File: src/rtl/down_count_32.sv
// down_count_32: loadable WIDTH-bit down-counter with one-shot and periodic modes.
// Counts from a loaded value to zero on enable ticks and pulses done on expiry.
//
// Ports:
//   clk      in         system clock, rising edge
//   clr      in         synchronous active-high reset, highest priority
//   en       in         count tick; one decrement per high cycle while running
//   load     in         load strobe; captures load_val and (re)starts the count
//   load_val in  WIDTH  start/reload value
//   periodic in         1 = reload on expiry, 0 = stop at zero
//   out      out WIDTH  current count
//   busy     out        high while running
//   done     out        one-cycle expiry pulse
module down_count_32 #(
  parameter int unsigned WIDTH = 5
) (
  input  logic             clk,
  input  logic             clr,
  input  logic             en,
  input  logic             load,
  input  logic [WIDTH-1:0] load_val,
  input  logic             periodic,
  output logic [WIDTH-1:0] out,
  output logic             busy,
  output logic             done
);

  typedef enum logic {
    IDLE = 1'b0,
    RUN  = 1'b1
  } state_e;

  state_e           state_q;
  logic [WIDTH-1:0] out_q;
  logic [WIDTH-1:0] reload_q;
  logic             done_q;

  // Expiry is the tick that would take the count from 1 to 0.
  logic expire_c;
  assign expire_c = (state_q == RUN) && en && (out_q == WIDTH'(1));

  // Single state/count register process; priority clr > load > tick > hold.
  always_ff @(posedge clk) begin
    if (clr) begin
      state_q  <= IDLE;
      out_q    <= '0;
      reload_q <= '0;
      done_q   <= 1'b0;
    end else if (load) begin
      out_q    <= load_val;
      reload_q <= load_val;
      done_q   <= 1'b0;
      // A zero load parks the counter without an expiry pulse.
      state_q  <= (load_val != '0) ? RUN : IDLE;
    end else begin
      done_q <= 1'b0;
      case (state_q)
        RUN: begin
          if (expire_c) begin
            done_q <= 1'b1;
            // periodic is only looked at here, so a mid-count change
            // takes effect on the next expiry.
            if (periodic) begin
              out_q <= reload_q;
            end else begin
              out_q   <= '0;
              state_q <= IDLE;
            end
          end else if (en) begin
            out_q <= out_q - WIDTH'(1);
          end
        end
        default: begin
          // IDLE: ticks ignored, count holds; never wraps below zero.
          out_q <= out_q;
        end
      endcase
    end
  end

  assign out  = out_q;
  assign busy = (state_q == RUN);
  assign done = done_q;

endmodule
File: config.mk
export PLATFORM = sky130hd
export DESIGN_NAME = down_count_32
export DESIGN_NICKNAME = d
export VERILOG_FILES = /design/src/rtl/down_count_32.sv
export SDC_FILE = /design/constraint.sdc
export NUM_CORES = 1
export LEC_CHECK = 0
export BUFFER_PORTS_ARGS = -buffer_cell sky130_fd_sc_hd__buf_2
export CORE_MARGIN = 1.5
export CORE_UTILIZATION = 35
export CTS_CLUSTER_SIZE = 8
export DETAILED_ROUTE_END_ITERATION = 8
export GPL_ROUTABILITY_DRIVEN = 0
export GPL_TIMING_DRIVEN = 0
export HOLD_SLACK_MARGIN = 0.06
export MAX_ROUTING_LAYER = met4
export SYNTH_ARGS = -nofsm -noshare
export SYNTH_HDL_FRONTEND = slang
export SYNTH_SLANG_ARGS = --single-unit
File: constraint.sdc
create_clock -name clk -period 3.3 [get_ports clk]
set_input_delay 0.165 -clock clk [delete_from_list [all_inputs] [get_ports clk]]
set_output_delay 0.165 -clock clk [all_outputs]
set_load 0.03 [all_outputs]
==> metrics.csv <==
stage,metric,value,unit
outcome,status,"finished, final reports clean",
finish,area_delta_synth_final,22.09,%
floorplan,die-area,2111,um2
logic_synthesis,yosysSeqAreaShare,0.3721,
timing,maxSlewHeadroom,0.7182,
setup_path,cp-start-kind,flop,
setup_path,ff2ff_setup_slack,1600,ps
placement,place_ws,1612,ps
cts,cts_tree,done,
worst_hold_path,holdPathStages,3,
timing,hold_violations,0,
cts,hold_buffers,0,
setup_path,crit_type,flop to flop,
cts,clock_sinks,12,
logic_synthesis,yosysUniqueCellTypes,27,
floorplan,die_height,45.95,um
timing,worst_slack,1600,ps
drt,dr_total_vias,602,
setup_path,rr_endpoint,out[0]$_SDFFE_PP0P_,
drt,routed_wl,1.511,mm
global_routing,grt_max_degree,11,
global_routing,grt_util_all_layers,0.1598,
setup_path,r2r-start,out[0]$_SDFFE_PP0P_,
logic_synthesis,syn_inst,71,
timing,max_slew.worst_pin.slew,422.7,ps
logic_synthesis,ys.flop_type,dfxtp_1,
logic_synthesis,netlist.area_leader.share,0.3721,
cts,clock_latency,270,ps
global_routing,grt_pass1_wl,2.332,mm
finish,drive_gt1_frac,0.2778,
logic_synthesis,synth-seq-cells,12,
floorplan,die_x,45.95,um
timing,clock_skew,4.512,ps
logic_synthesis,synthTopCellsByCount,"dfxtp_1 (12), nor2_1 (12), mux2i_1 (6), inv_1 (5)",
cts,htreeDepth,1,
global_routing,antenna_found_initial,0,
timing,fin_crit,1700,ps
placement,numPortBuffers,15,
setup_path,cp.arrival,1900,ps
finish,diodes,0,
cts,clkTransAtPathRegs,80,ps
drt,wl_per_cell,13.14,um
drt,vias_per_cell,5.235,
global_routing,grt_pass1_vias,538,
finish,finish.utilization,0.4565,
placement,place_hpwl,1.120,mm
logic_synthesis,yosys-top-cells-area,"dfxtp_1 (37%), mux2i_1 (9.3%), nor2_1 (7.0%)",
finish,fillers,191,
flow_run,maxCapViolCount,0,
timing,rsz0062_at_grt,false,
cts,post_cts_buffers,0,
worst_hold_path,worstHoldStart,load_val[4],
worst_hold_path,min_path_type,input port to flop,
logic_synthesis,synth_top_area_cell,dfxtp_1,
pwr,powerDensity,457.3,nW/um2
cts,cts_buffers,3,
worst_hold_path,hold_end,reload_q[4]$_SDFFE_PP0P_,
timing,fmax,588.4,MHz
logic_synthesis,synth_edf_count,0,
pwr,p_leak,0.3456,nW
logic_synthesis,synth.avg_cell_area,9.093,um2
floorplan,core.rowCount,15,
drt,final_antenna_net_count,0,
setup_path,r2r_cells,4,
setup_path,worst-path-max-fanout,7,
cts,ctsResizeCount,0,
finish,fin_cells,115,
timing,setup_violations,0,
logic_synthesis,syn_area,645.6,um2
setup_path,cp-end-kind,flop,
placement,placedCellCount,111,
timing,period_share,0.5150,
finish,layout.nets,103,
timing,finalSetupTns,0,ps
drt,firstDrtPassIters,4,
logic_synthesis,syn_nets,83,
cts,clock_path_buffers,2,
setup_path,worst_ep_required_time,3500,ps
cts,cts-root-buf,clkbuf_4,
logic_synthesis,ys_async_sr_fraction,0,
floorplan,start_util,0.3739,
floorplan,io_pins,17,
global_routing,grt_overflow,0,
logic_synthesis,synth_warnings,0,
pwr,peakVddDrop,0.2128,mV
floorplan,core,1727,um2
drt,drtIter0Drc,23,
drt,drc,0,
timing,whs,163.0,ps
timing,slew_violations,0,
## metrics by stage
| stage | total power (W) | area (um2) |
|---|---|---|
| floorplan | 0.0002230 | 645.6 |
| global placement | 0.0002453 | 752.0 |
| detailed placement | 0.0002472 | 752.0 |
| CTS | 0.0003649 | 788.3 |
| global route | 0.0003788 | 788.3 |
| finish | 0.0003605 | 788.3 |
## worst max-delay path: stages (launching register included)
cell	delay (ps)
dfxtp_1	460
ha_1	260
nor4b_4	390
mux2_2	390
o22ai_1	130
## sequential cells by signal, summed over array words and instances, names as in the netlist
| name | count |
|---|---|
| reload_q | 5 |
| busy | 1 |
| out | 5 |
| done | 1 |
## worst max path at each step
stage                   startpoint             endpoint  slack, ps  depth (start not counted)
3_3_place_gp   out[0]$_SDFFE_PP0P_  out[0]$_SDFFE_PP0P_       1660                          4
3_5_place_dp   out[0]$_SDFFE_PP0P_  out[1]$_SDFFE_PP0P_       1610                          4
5_1_grt        out[0]$_SDFFE_PP0P_  out[1]$_SDFFE_PP0P_       1470                          4
4_1_cts        out[0]$_SDFFE_PP0P_  out[1]$_SDFFE_PP0P_       1590                          4
2_1_floorplan  out[0]$_SDFFE_PP0P_  out[0]$_SDFFE_PP0P_       1650                          4
6_report       out[0]$_SDFFE_PP0P_  out[0]$_SDFFE_PP0P_       1600                          4
## report_power, final
part	total, W	switching [W]	internal, W
sequential	0.000167	0.0000130	0.000154
combinational	0.0000769	0.0000433	0.0000336
clock	0.000116	0.0000495	0.0000670
## cells by family (layout without fill, tap and decap cells)
group,Yosys count,after routing,synth area share
muxes,8,8,0.1279
adders and majority gates,2,2,0.03875
AOI/OAI and AO/OA,16,16,0.1880
xor gates and xnor gates,1,1,0.01357
DFF,12,12,0.3721
and+or+nand+nor,24,24,0.2112
buffers and inverters,8,27,0.04845
## cell type report
| class | instances | area [um2] | share of cell area |
|---|---|---|---|
| timing repair buffer | 15 | 75.07 | 0.09524 |
| sequential | 12 | 240.2 | 0.3048 |
| tap | 25 | 31.28 | 0.03968 |
| inverter | 5 | 18.77 | 0.02381 |
| multi-input combinational | 51 | 374.1 | 0.4746 |
| clock buffer | 4 | 36.28 | 0.04603 |
| buffer | 3 | 12.51 | 0.01587 |
## cell usage in the layout, fill, tap and decap left out, types with 3 or more instances in the layout
cell type and count:
buf_2 16, clkbuf_4 3, mux2i_1 6, dfxtp_1 12
nand2_1 3, inv_1 5, a22oi_1 3, nor2_1 12
## routing by layer
layer  vias to the layer above  GRT usage  part of all wire
met1                       277     0.2162              0.51
met2                        20     0.2250              0.44
li1                        303          -                 -
met4                         0    0.08571            0.0079
met3                         2    0.02381             0.047
met5                         -          -                 0
(Power assumes the default switching activity.)
